--- config.mk ---
export PLATFORM = sky130hd
export DESIGN_NAME = mem_stage_ctrl
export DESIGN_NICKNAME = d
export VERILOG_FILES = /design/src/rtl/mem_stage_ctrl.sv
export SDC_FILE = /design/constraint.sdc
export NUM_CORES = 1
export LEC_CHECK = 0
export ABC_AREA = 1
export CORE_UTILIZATION = 37
export DETAILED_ROUTE_END_ITERATION = 7
export PLACE_DENSITY = 0.86
export RECOVER_POWER = 25
export SLEW_MARGIN = 20
export SYNTH_ARGS = -nofsm -noshare
export SYNTH_HDL_FRONTEND = slang
export SYNTH_SLANG_ARGS = --single-unit
--- constraint.sdc ---
create_clock -name clk -period 3.6 [get_ports clk]
set_input_delay 0.54 -clock clk [delete_from_list [all_inputs] [get_ports clk]]
set_output_delay 0.54 -clock clk [all_outputs]
set_load 0.02 [all_outputs]
--- src/rtl/mem_stage_ctrl.sv ---
// MEM pipeline stage controller: issues data-memory accesses, stalls the pipeline
// while memory is busy, aborts after TIMEOUT wait cycles and registers writeback.
module mem_stage_ctrl #(
    parameter int unsigned TIMEOUT = 255
) (
    input  logic        clk,
    input  logic        rst,
    input  logic        we_in,
    input  logic [3:0]  dst_addr_in,
    input  logic [15:0] alu_in,
    input  logic        Mem_re_in,
    input  logic        Mem_we_in,
    input  logic [15:0] d_addr_in,
    input  logic [15:0] wrt_data_in,
    input  logic        dmem_rdy,
    input  logic [15:0] dmem_rdata,
    output logic        dmem_re,
    output logic        dmem_we,
    output logic [15:0] dmem_addr,
    output logic [15:0] dmem_wdata,
    output logic        mem_stall,
    output logic        wb_we,
    output logic [3:0]  wb_dst_addr,
    output logic [15:0] wb_data,
    output logic        mem_err
);

    localparam logic [7:0] LP_TIMEOUT = 8'(TIMEOUT);

    typedef enum logic {
        IDLE = 1'b0,
        WAIT = 1'b1
    } state_t;

    state_t      r_state;
    logic [7:0]  r_cnt;
    logic        r_wb_we;
    logic [3:0]  r_wb_dst_addr;
    logic [15:0] r_wb_data;
    logic        r_mem_err;

    logic        w_mem_op;
    logic        w_is_load;
    logic        w_abort;
    logic        w_stall;

    // A simultaneous read+write request is a store; the read side is suppressed.
    always_comb begin
        w_mem_op  = Mem_re_in | Mem_we_in;
        w_is_load = Mem_re_in & ~Mem_we_in;
        w_abort   = (r_state == WAIT) && (r_cnt == LP_TIMEOUT);
        w_stall   = w_mem_op & ~dmem_rdy & ~w_abort;
    end

    assign dmem_addr   = d_addr_in;
    assign dmem_wdata  = wrt_data_in;
    assign dmem_re     = w_is_load & ~w_abort & ~rst;
    assign dmem_we     = Mem_we_in & ~w_abort & ~rst;
    assign mem_stall   = w_stall;
    assign wb_we       = r_wb_we;
    assign wb_dst_addr = r_wb_dst_addr;
    assign wb_data     = r_wb_data;
    assign mem_err     = r_mem_err;

    always_ff @(posedge clk) begin
        if (rst) begin
            r_state       <= IDLE;
            r_cnt         <= '0;
            r_wb_we       <= 1'b0;
            r_wb_dst_addr <= '0;
            r_wb_data     <= '0;
            r_mem_err     <= 1'b0;
        end else begin
            case (r_state)
                IDLE: begin
                    if (w_mem_op && !dmem_rdy) begin
                        r_state <= WAIT;
                        r_cnt   <= '0;
                    end
                end
                WAIT: begin
                    if (dmem_rdy || w_abort) begin
                        r_state <= IDLE;
                    end else if (r_cnt != LP_TIMEOUT) begin
                        r_cnt <= r_cnt + 8'd1;
                    end
                end
                default: r_state <= IDLE;
            endcase

            // A stalled cycle commits a bubble; the op commits once when it completes.
            if (w_stall) begin
                r_wb_we <= 1'b0;
            end else begin
                r_wb_we       <= we_in & ~(w_abort & w_is_load);
                r_wb_dst_addr <= dst_addr_in;
                r_wb_data     <= (w_is_load && dmem_rdy) ? dmem_rdata : alu_in;
            end

            if (w_abort) begin
                r_mem_err <= 1'b1;
            end
        end
    end

endmodule

==> results.ini, run 1 <==
[status]
status = completed

[final_layout]
num_antenna_cells = 0
fin_area_mm2 = 0.002336
nNetsFinal = 371
final_cell_mix = clkdlybuf4s50_1 (66), nand2_1 (57), nor2_1 (46)
syn_to_final_growth_pct = 30.47
final_common_cell = clkdlybuf4s50_1
drive_above_1_share_pct = 7.407
nFillCells = 427

[sta]
hold_viol = 0
finalCritPeriodShare_pct = 81.85
fmax_ghz = 0.3394
relSlewSlack_pct = 72.69
rsz0062_at_grt = no
final.setup.worst_slack_ps = 653.4
period_needed_ps = 2947
worstMarginPinSlew_ps = 408.5
final.setup.tns_ps = 0
clock_skew_ps = 4.762
finalSetupViolations = 0
hold_slack_ps = 451.0
maxSlewViolCount = 0

[yosys]
synthCells = 263
yosysTopAreaCell = dfxtp_1
ys_ff_latch = 31
yosysWarnings = 0
netlist_area_mm2 = 0.001790
ys_types = 24
synth_top_area_share_pct = 34.66
syn_nets = 338
synth_area_leaders = dfxtp_1 (35%), buf_4 (14%), nand2_1 (12%), nor2_1 (9.6%), nand3_1 (7.0%)
yosysSeqAreaShare_pct = 34.66
avgSynthCellArea_um2 = 6.808

[cts]
cts_resized = 0
numCtsBuffers = 5
clockBufferDepth = 2
clock-root-buffer = clkbuf_8
htreeDepth = 2
cts_tree = built
clkSlewWorstSetupHoldPaths_ps = 60
cts_sinks = 31
holdBufCountCts = 0
cts_setup_buffers = 0
clock_latency_ps = 280

[grt]
grt_pass1_vias = 1632
grt_start_max_net_pins = 26
grt_pass1_wl_mm = 6.996
use_met3_pct = 6.188
overflow = 0
met1_usage_pct = 19.84
grt_usage_pct = 17.27
grt_antenna_before_repair = 0
grtUsageMet2_pct = 29.52
busiest_layer = met2

[pwr]
powerDensity_mw_per_mm2 = 392.0
finalPower_uw = 915.8
ir_drop_mv = 0.2563
leakage_nw = 0.9720

[floorplanning]
die_area_mm2 = 0.005122
top_level_ports = 131
coreArea_mm2 = 0.004504
initial_core_util_pct = 39.75
die_y_um = 71.57
rows = 24
fp.dieW_um = 71.57

[job]
cap_violations = 0

[drt]
drt_iter0_drc = 101
wire_per_inst_um = 11.93
vias_per_cell = 4.794
remaining_drc_errors = 0
routed_wl_mm = 4.163
via_count = 1673
dr.pass1.iters = 4
ant_nets = 0

[hold_path]
hold_class = reg -> reg
whs_path_depth = 2

[place]
dp_slack_ps = 650.2
placed_area_mm2 = 0.002218
place.gp.congestion = 0.8435
dpl.hpwl_mm = 3.053
port_buffers = 66

[worst_setup_path]
critical_path_arrival_ps = 2410
crit_required_ps = 3060
critPathKind = in -> out
worstRegToRegCells = 8
end_kind = primary output
path_max_fanout = 22
setup.worst_path.start_class = input port

[sequential cells by signal, indices dropped and copies added (netlist names)]
register / cells
r_cnt: 8
r_state: 1
wb_we: 1
wb_dst_addr: 4
wb_data: 16
mem_err: 1
[worst paths after layout]
kind	end	slack, ps	from
setup / recovery	mem_stall	650	Mem_we_in
hold / removal	mem_err	450	mem_err
setup reg to reg	r_cnt[7]	1930	r_cnt[0]
hold reg to reg	mem_err	450	mem_err
[critical path: stages]
cell,delay (ps)
clkdlybuf4s50_1,520
inv_1,90
a21oi_2,200
nand2_4,170
inv_4,240
clkdlybuf4s50_1,650
[per-stage QoR]
step / utilization, % / instances
6_report: 51.86 / 349
4_1_cts: 51.86 / 349
3_5_place_dp: 49.25 / 341
2_1_floorplan: - / 263
5_1_grt: 51.86 / 349
3_3_place_gp: 49.25 / 341
[synth_stat cells]
| cell type | number |
|---|---|
| nor2_2 | 1 |
| inv_2 | 1 |
| clkbuf_1 | 2 |
| buf_4 | 33 |
| nand2_1 | 57 |
| nand2_4 | 1 |
| dfxtp_1 | 31 |
| nand4_1 | 1 |
| a21oi_1 | 10 |
| buf_6 | 4 |
| nor2_4 | 2 |
| inv_4 | 1 |
| o21ai_1 | 7 |
| nand3_1 | 25 |
| nor3_2 | 1 |
| a21oi_2 | 1 |
| nand3_2 | 1 |
| ha_1 | 1 |
| buf_2 | 4 |
| nand3b_1 | 1 |
| nand2_2 | 2 |
| o21ai_0 | 18 |
| nor2_1 | 46 |
| inv_1 | 12 |
[where the power goes]
group          total, mW  switching (mW)  internal (mW)
Clock              0.353           0.129          0.224
Combinational      0.189          0.0934         0.0956
Sequential         0.374          0.0104          0.364
[cell families after synthesis]
family	count (synthesis)	share of synthesized area (%)
compound gates	36	10.27
buf+inv	57	20.96
flops	31	34.66
fa+ha+maj	1	0.6987
simple gates	138	33.40
[area by class of cell]
| cell class | instances | area, um2 | area share (%) |
|---|---|---|---|
| multi-input combinational | 175 | 794.5 | 34.01 |
| timing repair buffer | 69 | 683.2 | 29.24 |
| sequential | 31 | 620.6 | 26.57 |
| clock buffer | 6 | 82.58 | 3.535 |
| tap | 52 | 65.06 | 2.785 |
| inverter | 14 | 55.05 | 2.357 |
| clock inverter | 2 | 35.03 | 1.500 |
[metal layers]
metal	vias to the layer above	wire (um)
met5	-	0
met4	0	62
met3	9	377
met2	75	1992
met1	721	1730
li1	868	-
No activity file was read; power rests on OpenSTA's default activity.
==> run 2: changes to the inputs <==
--- a/config.mk
+++ b/config.mk
@@ -6,9 +6,9 @@
 export NUM_CORES = 1
 export LEC_CHECK = 0
 export ABC_AREA = 1
-export CORE_UTILIZATION = 37
+export CORE_UTILIZATION = 34
 export DETAILED_ROUTE_END_ITERATION = 7
-export PLACE_DENSITY = 0.86
+export PLACE_DENSITY = 0.8
 export RECOVER_POWER = 25
 export SLEW_MARGIN = 20
 export SYNTH_ARGS = -nofsm -noshare
==> constraint.sdc (replaced) <==
create_clock -name clk -period 2.86 [get_ports clk]
set_input_delay 0.429 -clock clk [delete_from_list [all_inputs] [get_ports clk]]
set_output_delay 0.429 -clock clk [all_outputs]
set_load 0.02 [all_outputs]
==> results.ini, run 2 (synthesis gave the netlist of run 1 again) <==
[status]
status = completed

[grt]
grt_pass1_wl_mm = 6.969  ; -0.39%
grt_usage_pct = 16.42  ; -0.85 points
overflow = 0  ; unchanged
grt_antenna_before_repair = 0  ; unchanged
grt_pass1_vias = 1599  ; -2.0%
grt_start_max_net_pins = 26  ; unchanged

[final_layout]
multi_input_area_um2 = 794.5  ; unchanged
nFillCells = 549  ; +29%
instances_no_fill = 368  ; +5.4%
final_common_cell = clkdlybuf4s50_1
utilization_pct = 46.06  ; -5.8 points
largest_reg_flops = 16  ; unchanged
nNetsFinal = 372  ; +0.27%
final_cell_mix = clkdlybuf4s50_1 (66), nand2_1 (57), nor2_1 (46)
drive_above_1_share_pct = 7.718  ; +0.31 points
seq_area_um2 = 620.6  ; unchanged
syn_to_final_growth_pct = 30.54  ; about the same
fin_area_mm2 = 0.002337  ; about the same
num_antenna_cells = 0  ; unchanged

[worst_setup_path]
critical_path_arrival_ps = 2110  ; -300 ps
path_max_fanout = 21  ; -4.5%
rr_startpoint = r_cnt[0]
crit_slowest_cell = clkdlybuf4s50_1
path_cells = clkdlybuf4s50_1 -> inv_1 -> a21oi_2 -> nand2_4 -> inv_4 -> clkdlybuf4s50_1
crit_start = Mem_we_in
setup.worst_path.start_class = input port
end_kind = primary output
path_buf_inv = 4  ; unchanged
crit_required_ps = 2430  ; -630 ps
cp_top_family = buffers and inverters
slowest_delay_ps = 600  ; -50 ps
path_common_cell = clkdlybuf4s50_1
critPathKind = in -> out

[cts]
cts_setup_buffers = 0  ; unchanged
numCtsBuffers = 5  ; unchanged
clockBufferDepth = 2  ; unchanged
clkSlewWorstSetupHoldPaths_ps = 60  ; about the same
clock-root-buffer = clkbuf_8
clock_latency_ps = 290  ; about the same
cts_sinks = 31  ; unchanged
cts_tree = built
cts_resized = 0  ; unchanged
holdBufCountCts = 0  ; unchanged
htreeDepth = 2  ; unchanged

[sta]
maxSlewViolCount = 0  ; unchanged
hold_slack_ps = 452.9  ; +1.864 ps
finalSetupViolations = 0  ; unchanged
fmax_ghz = 0.3943
relSlewSlack_pct = 72.79  ; +0.10 points
final.setup.tns_ps = 0  ; unchanged
finalCritPeriodShare_pct = 88.67
clock_skew_ps = 4.442  ; -0.3198 ps
worstMarginPinSlew_ps = 406.9  ; -1.526 ps
final.setup.worst_slack_ps = 324.1  ; -329.3 ps
hold_viol = 0  ; unchanged
rsz0062_at_grt = no
period_needed_ps = 2536

[place]
port_buffers = 66  ; unchanged
dp_slack_ps = 321.6  ; -328.6 ps
placed_area_mm2 = 0.002248  ; +1.4%
dpl.hpwl_mm = 3.027  ; -0.84%
dpl.cell_count = 360  ; +5.6%
place.gp.congestion = 0.8040  ; -4.7%

[pwr]
leakage_nw = 0.9559  ; -1.7%
ir_drop_mv = 0.2986  ; +16%
p_clk_share_pct = 32.2  ; -6.3 points
intPower_uw = 748.1  ; +9.5%
p_seq_share_pct = 45.0  ; +4.1 points
finalPower_mw = 1.047  ; +14%
comb_power_share_pct = 22.7  ; +2.1 points
swShare_pct = 28.54  ; +3.1 points
power_switching_uw = 298.8  ; +28%
powerDensity_mw_per_mm2 = 447.9  ; +14%

[floorplanning]
initial_core_util_pct = 35.28  ; -4.5 points
rows = 26  ; +8.3%
top_level_ports = 131  ; unchanged
fp.dieW_um = 74.57  ; +4.2%
die_area_mm2 = 0.005560  ; +8.6%
die_y_um = 74.57  ; +4.2%
coreArea_mm2 = 0.005075  ; +13%

[drt]
via_count = 1690  ; +1.0%
dr.pass1.iters = 4  ; unchanged
ant_nets = 0  ; unchanged
wire_per_inst_um = 11.30  ; -5.3%
vias_per_cell = 4.592  ; -4.2%
drt_iter0_drc = 64  ; -37%
remaining_drc_errors = 0  ; unchanged
routed_wl_mm = 4.158  ; -0.12%

[hold_path]
hp-start = mem_err
hold_class = reg -> reg

[job]
cap_violations = 0  ; unchanged

run 2: cell types whose count changed in the layout (fill, tap and decap cells not counted):
cell / previous run / this run
buf_4: 3 / 4
clkinvlp_4: 0 / 2
clkbuf_8: 6 / 5
bufinv_16: 1 / 0
run 2: path summary, 6_finish.rpt:
kind	slack [ps]	end	cells past startpoint
setup reg to reg	1140	wb_data[4]	9
hold / removal	450	mem_err	2
hold reg to reg	450	mem_err	2
setup / recovery	320	mem_stall	6
run 2: worst register-to-register path: stages, from the launching register on:
cell     delay, ps
dfxtp_1        390
ha_1           210
nand2_2         80
nor2_4         120
nand3_2        150
nand2_4        230
inv_4           50
buf_4          200
nor2_1         120
nor2_1          50
run 2: cell type report:
| cell class | instances | share of cell area, % |
|---|---|---|
| Timing Repair Buffer | 70 | 29.55 |
| Tap cell | 70 | 3.747 |
| Sequential cell | 31 | 26.55 |
| Multi-Input combinational cell | 175 | 33.99 |
| Inverter | 14 | 2.355 |
| Clock buffer | 5 | 2.944 |
| Clock inverter | 3 | 0.8565 |
run 2: per-layer routing:
layer  vias to the layer above  share of wire, %  global-route usage [%]
li1                        870                 -                       -
met1                       746                41                   17.52
met2                        70                48                   28.63
met3                         4                10                   8.130
met4                         0              0.70                   4.612
met5                         -                 0                       0
run 2: power groups by stage:
stage	logic [mW]	registers [mW]	clock network (mW)
finish	0.238	0.471	0.338
global route	0.261	0.475	0.366
CTS	0.241	0.471	0.348
detailed placement	0.239	0.480	0
global placement	0.237	0.480	0
floorplan	0.154	0.508	0
